--- src/rtl/vga_pkg.sv ---
`default_nettype none
// ============================================================================
// Module  : vga_pkg
// Purpose : Shared VGA constants and packed-field slice helpers.
// Revision: 1.0 - initial release
// ============================================================================

`ifndef VGA_PKG_MACROS
`define VGA_PKG_MACROS
// Field idx of width w inside a flat packed vector.
`define VGA_FIELD(vec, idx, w) vec[(idx)*(w) +: (w)]
`endif

package vga_pkg;
    localparam logic [11:0] KEY_DEFAULT   = 12'hFFF;
    localparam int          H_VISIBLE     = 640;
    localparam int          V_VISIBLE     = 480;
    localparam int          ROW_W_DEFAULT = 6;
    localparam int          COL_W_DEFAULT = 8;
    localparam int          COORD_W       = 10;
    localparam int          COLOR_W       = 12;
endpackage

`default_nettype wire

--- src/rtl/pipe_delay.sv ---
`default_nettype none
// ============================================================================
// Module  : pipe_delay
// Purpose : DEPTH-stage register delay line, synchronous reset to zero.
// Revision: 1.0 - initial release
// ============================================================================

module pipe_delay #(
    parameter int WIDTH = 1,
    parameter int DEPTH = 1
) (
    input  logic             clk,
    input  logic             rst,
    input  logic [WIDTH-1:0] i_data,
    output logic [WIDTH-1:0] o_data
);

    logic [WIDTH-1:0] r_stage [DEPTH];

    always_ff @(posedge clk) begin
        if (rst) begin
            for (int k = 0; k < DEPTH; k++) begin
                r_stage[k] <= '0;
            end
        end else begin
            r_stage[0] <= i_data;
            for (int k = 1; k < DEPTH; k++) begin
                r_stage[k] <= r_stage[k-1];
            end
        end
    end

    assign o_data = r_stage[DEPTH-1];

endmodule

`default_nettype wire

--- src/rtl/sprite_overlay_mux.sv ---
`default_nettype none
// ============================================================================
// Module  : sprite_overlay_mux
// Purpose : Frame-latched multi-sprite compositor with colour keying,
//           fixed priority and overlap detection.
// Revision: 1.0 - initial release
// ============================================================================

module sprite_overlay_mux
    import vga_pkg::*;
#(
    parameter int          N_SPR        = 4,
    parameter int          ROW_W        = ROW_W_DEFAULT,
    parameter int          COL_W        = COL_W_DEFAULT,
    parameter int          ROM_LAT      = 1,
    parameter logic [11:0] KEY          = KEY_DEFAULT,
    parameter int          V_LATCH      = V_VISIBLE,
    parameter int          BLINK_FRAMES = 30
) (
    input  logic                       clk,
    input  logic                       rst,
    input  logic                       bright,
    input  logic [9:0]                 hCount,
    input  logic [9:0]                 vCount,
    input  logic [11:0]                background,
    input  logic [N_SPR*10-1:0]        pos_x,
    input  logic [N_SPR*10-1:0]        pos_y,
    input  logic [N_SPR*(COL_W+1)-1:0] size_w,
    input  logic [N_SPR*(ROW_W+1)-1:0] size_h,
    input  logic [N_SPR-1:0]           en,
    input  logic [N_SPR-1:0]           blink,
    output logic [N_SPR*ROW_W-1:0]     rom_row,
    output logic [N_SPR*COL_W-1:0]     rom_col,
    input  logic [N_SPR*12-1:0]        rom_color,
    output logic [11:0]                rgb,
    output logic [N_SPR-1:0]           sprite_hit,
    output logic                       collision
);

    localparam int c_FC_W   = (BLINK_FRAMES > 1) ? $clog2(BLINK_FRAMES) : 1;
    localparam int c_PIPE_W = N_SPR + 1 + 12;

    logic [9:0]       r_sh_x     [N_SPR];
    logic [9:0]       r_sh_y     [N_SPR];
    logic [COL_W:0]   r_sh_w     [N_SPR];
    logic [ROW_W:0]   r_sh_h     [N_SPR];
    logic [N_SPR-1:0] r_sh_en;
    logic [N_SPR-1:0] r_sh_blink;
    logic [c_FC_W-1:0] r_frame_cnt;
    logic             r_phase;

    logic             w_frame_evt;
    logic [N_SPR-1:0] w_on;

    assign w_frame_evt = (hCount == 10'd0) && (vCount == 10'(V_LATCH));

    // Shadow registers and blink phase only move on the frame event.
    always_ff @(posedge clk) begin
        if (rst) begin
            for (int i = 0; i < N_SPR; i++) begin
                r_sh_x[i] <= '0;
                r_sh_y[i] <= '0;
                r_sh_w[i] <= '0;
                r_sh_h[i] <= '0;
            end
            r_sh_en     <= '0;
            r_sh_blink  <= '0;
            r_frame_cnt <= '0;
            r_phase     <= 1'b1;
        end else if (w_frame_evt) begin
            for (int i = 0; i < N_SPR; i++) begin
                r_sh_x[i] <= `VGA_FIELD(pos_x, i, 10);
                r_sh_y[i] <= `VGA_FIELD(pos_y, i, 10);
                r_sh_w[i] <= `VGA_FIELD(size_w, i, COL_W+1);
                r_sh_h[i] <= `VGA_FIELD(size_h, i, ROW_W+1);
            end
            r_sh_en    <= en;
            r_sh_blink <= blink;
            if (r_frame_cnt == c_FC_W'(BLINK_FRAMES - 1)) begin
                r_frame_cnt <= '0;
                r_phase     <= ~r_phase;
            end else begin
                r_frame_cnt <= r_frame_cnt + 1'b1;
            end
        end
    end

    // 11-bit window bounds so x+w never wraps back onto the left edge.
    for (genvar i = 0; i < N_SPR; i++) begin : g_win
        logic [10:0] w_h;
        logic [10:0] w_v;
        logic [10:0] w_x_end;
        logic [10:0] w_y_end;

        assign w_h     = {1'b0, hCount};
        assign w_v     = {1'b0, vCount};
        assign w_x_end = {1'b0, r_sh_x[i]} + 11'(r_sh_w[i]);
        assign w_y_end = {1'b0, r_sh_y[i]} + 11'(r_sh_h[i]);

        assign w_on[i] = r_sh_en[i] && (r_phase || !r_sh_blink[i])
                      && (w_h >= {1'b0, r_sh_x[i]}) && (w_h < w_x_end)
                      && (w_v >= {1'b0, r_sh_y[i]}) && (w_v < w_y_end);

        assign `VGA_FIELD(rom_row, i, ROW_W) = w_on[i] ? ROW_W'(vCount - r_sh_y[i]) : '0;
        assign `VGA_FIELD(rom_col, i, COL_W) = w_on[i] ? COL_W'(hCount - r_sh_x[i]) : '0;
    end

    logic [N_SPR-1:0] w_on_d;
    logic             w_bright_d;
    logic [11:0]      w_bg_d;

    pipe_delay #(
        .WIDTH (c_PIPE_W),
        .DEPTH (ROM_LAT)
    ) u_align (
        .clk    (clk),
        .rst    (rst),
        .i_data ({w_on, bright, background}),
        .o_data ({w_on_d, w_bright_d, w_bg_d})
    );

    logic [N_SPR-1:0] w_op;
    logic [11:0]      w_pix;
    logic             w_seen;
    logic             w_multi;

    // Descending scan so the lowest opaque index is the last to write w_pix.
    always_comb begin
        w_op    = '0;
        w_pix   = w_bg_d;
        w_seen  = 1'b0;
        w_multi = 1'b0;
        for (int i = N_SPR - 1; i >= 0; i--) begin
            w_op[i] = w_on_d[i] && (`VGA_FIELD(rom_color, i, 12) != KEY);
            if (w_op[i]) begin
                w_pix   = `VGA_FIELD(rom_color, i, 12);
                w_multi = w_multi | w_seen;
                w_seen  = 1'b1;
            end
        end
    end

    always_ff @(posedge clk) begin
        if (rst || !w_bright_d) begin
            rgb        <= '0;
            sprite_hit <= '0;
            collision  <= 1'b0;
        end else begin
            rgb        <= w_pix;
            sprite_hit <= w_op;
            collision  <= w_multi;
        end
    end

endmodule

`default_nettype wire
--- config.mk ---
export PLATFORM = sky130hd
export DESIGN_NAME = sprite_overlay_mux
export DESIGN_NICKNAME = d
export VERILOG_FILES = /design/src/rtl/vga_pkg.sv /design/src/rtl/pipe_delay.sv /design/src/rtl/sprite_overlay_mux.sv
export SDC_FILE = /design/constraint.sdc
export NUM_CORES = 1
export LEC_CHECK = 0
export ABC_CLOCK_PERIOD_IN_PS = 6170
export CORE_UTILIZATION = 57
export CTS_CLUSTER_SIZE = 16
export DETAILED_ROUTE_END_ITERATION = 7
export PLACE_DENSITY = 0.88
export SETUP_SLACK_MARGIN = 0.3
export SLEW_MARGIN = 20
export SYNTH_ARGS = -nofsm -noshare
export SYNTH_HDL_FRONTEND = slang
export SYNTH_SLANG_ARGS = --single-unit
--- constraint.sdc ---
create_clock -name clk -period 6.17 [get_ports clk]
set_input_delay 1.234 -clock clk [delete_from_list [all_inputs] [get_ports clk]]
set_output_delay 1.234 -clock clk [all_outputs]
set_load 0.005 [all_outputs]
==> results.toml, run 1 <==
[setup_path]
reg2reg_from = "r_sh_x[3][0]"
r2r_slack_ps = 2340
reg2reg_to = "u_align.r_stage[0][16]"
worst_setup_path_start_kind = "primary input"
critical_path_class = "primary input to output pin"
worstPathRequired_ps = 4940
cp_max_fo = 10
r2r_cells = 15
arrival_ps = 4600
cp-end-kind = "output pin"

[clock_tree]
cts_max_level = 4
cts_tree = "done"
ctsRootBufferMaster = "clkbuf_16"
clkSinkCount = 192
clk-insertion-delay-late_ps = 450
clockBufferDepth = 2
hold_buffers = 0
clk_transition_reported_paths_ps = 70
cts_made_buffers = 17

[cells_and_area]
fin_area_mm2 = 0.0194
num-nets-final = 2303
seqCellArea_mm2 = 0.00529
n_fill_cell = 1694
fin_util_pct = 76.6
fin_cells = 2181
syn_to_final_growth_pct = 30.7
multi_input_area_mm2 = 0.00921
drive_gt1_share_pct = 7.74

[timing]
timing.final.crit_share_pct = 94.6
slew_viol_final = 0
finClkSkew_ps = 15.5
rsz0062_at_grt = "true"
fmax_mhz = 171
relSlewSlack_pct = 49.1
setup_viol = 0
setup_slack_ps = 336
layout_min_cycle_time_ps = 5830
tightestPinTransition_ps = 761
finalHoldViolations = 0
fin_setup_tns_ps = 0

[yosys]
ys_top_cells_by_area = "edfxtp_1 29%, ha_1 18%, dfxtp_1 6.5%"
ys.warnings.count = 0
yosys.area.top_type_share_pct = 29.1
syn_avg_cell_area_um2 = 9.90
async_flop_share_pct = 0
synth.distinct_cells = 74
netlist_top_cells_count = "218 x ha_1, 146 x and2_1, 144 x edfxtp_1, 115 x inv_1, 86 x a21oi_1"
synth-main-ff-cell = "edfxtp_1"
yosys.cell_count.top_type = "ha_1"
synth_edf_count = 144
synth_area_mm2 = 0.0148
synth_nets = 1968
yosys.area.top_type = "edfxtp_1"
synth_seq_cells = 192
synth_cells = 1499
ys_seq_area_share_pct = 35.6

[route]
via_per_inst = 6.11
drt-initial-drc-count = 1104
antenna_left = 0
num_vias = 13300
wl_per_cell_um = 20.2
drcViolationCount = 0
totalWireLength_um = 44100
drt-pass1-iter-count = 8

[global_routing]
grt_pass1_vias = 13200
grt_max_degree = 97
grt_use_total_pct = 32.0
grt.overflow.total = 0
grt_first_pass_wirelength_um = 65700
antenna_found_initial = 3

[placement]
placed_cell_area_mm2 = 0.0184
gp_congestion = 0.974
dp_worst_setup_slack_ps = 266
io_buffers = 307
dp_hpwl_um = 33600
dp_cells = 2133

[die]
core_area_mm2 = 0.0253
initial_core_util_pct = 58.6
die_w_um = 163
io_pins = 308
dieArea_mm2 = 0.0267
rows = 58
die_h_um = 163

[hold_path]
min_delay_path_depth = 2
hold-path-endpoint = "r_sh_en[2]"
min_from = "r_sh_en[2]"
hold_path_class = "flop to flop"

[flow_run]
drv_cap = 0

[pwr]
leakage_nw = 8.19
p_per_area_mw_per_mm2 = 191
vdd_drop_max_mv = 0.152

[run_status]
status = "complete, no violations"
[layout by cell type (no fill, tap or decap), types with 12 or more instances in the layout]
cell type          n
o211ai_1          12
xnor2_1           49
o21bai_1          13
nand2b_1          21
nand3_1           18
clkbuf_16         18
nand2_1           40
nand4_1           22
a21o_1            36
fa_1              14
a211oi_1          12
edfxtp_1         144
xor2_1            43
ha_1             214
nor3_1            45
a21oi_1           83
a221oi_1          12
nor2_1            69
clkdlybuf4s50_1  300
o21ai_0           72
dfxtp_1           48
buf_4             39
and2_1           146
nor2b_1           26
mux2i_1           22
inv_1            114
[what timing repair did]
action | CTS | global route
endpoints found under the hold margin | 0 | 0
setup endpoints to repair | 23 | 50
buffers inserted | 1 | 9
gates resized for setup | 12 | 53
pin swaps | 1 | 12
cloned | 0 | 2
[state kept, by name, indices dropped and copies added, names as in the netlist]
| name | flops |
|---|---|
| r_sh_en | 4 |
| r_frame_cnt | 5 |
| u_align.r_stage | 17 |
| r_sh_blink | 4 |
| rgb | 12 |
| r_sh_y | 40 |
| r_phase | 1 |
| r_sh_x | 40 |
| collision | 1 |
| r_sh_w | 36 |
| sprite_hit | 4 |
| r_sh_h | 28 |
[cells by family (layout without fill, tap and decap cells)]
logic type,count (synthesis),count (layout),share of synthesized area (%)
adders and majority gates,235,235,20.6
other,0,4,0
AOI/OAI and AO/OA,339,340,15.0
and+or+nand+nor,469,469,17.8
buffers and inverters,150,497,4.10
muxes,22,22,1.48
xor gates and xnor gates,92,92,5.43
DFF,192,192,35.6
[power breakdown]
group / switching, W / internal, W / leakage (nW)
Sequential: 0.0000341 / 0.00144 / 1.76
Clock: 0.000557 / 0.000579 / 0.290
Combinational: 0.000583 / 0.000520 / 6.14
[worst max-delay path: stages]
cell and delay (ps):
clkdlybuf4s50_1 720, buf_4 320, fa_1 470, a21oi_1 160
nor2_1 80, a311o_1 330, a41oi_1 320, a311o_2 300
buf_4 160, nor3_1 40, clkdlybuf4s50_1 460
[cell type report]
class	count	share of cell area, %
inverter	115	2.22
clock buffer	17	2.19
multi-input combinational	1158	47.5
antenna	4	0.0516
sequential	192	27.2
tap	330	2.13
clock inverter	15	0.877
timing repair buffer	350	17.8
[worst max path at each step]
stage / from / end / slack (ps) / depth (start not counted)
after floorplan: hCount[6] / r_sh_h[0][0] / 1600 / 5
after global placement: hCount[1] / rom_row[3] / 290 / 10
after detailed placement: hCount[1] / rom_row[5] / 270 / 10
after CTS: r_sh_y[2][0] / rom_col[23] / 280 / 17
after global routing: r_sh_x[3][0] / rom_row[23] / 250 / 16
final: hCount[1] / rom_col[2] / 340 / 11
[per-stage QoR]
stage                     power, W  hold slack (ps)
after floorplan            0.00213              453
after global placement     0.00247              467
after detailed placement   0.00252              476
after CTS                  0.00366              493
after global routing       0.00386              518
final                      0.00371              493
[layer usage]
| metal | share of wire (%) | track usage, % |
|---|---|---|
| met5 | 0 | 0 |
| met3 | 8.5 | 5.28 |
| met2 | 49 | 56.1 |
| met4 | 4.1 | 14.4 |
| met1 | 39 | 38.3 |
No activity file was read; power rests on OpenSTA's default activity.
==> inputs of run 2 (changes only) <==
- CTS_CLUSTER_SIZE: 16 -> 12
==> results of run 2 <==
Final layout, timing and power as in run 1 (identical DEF).
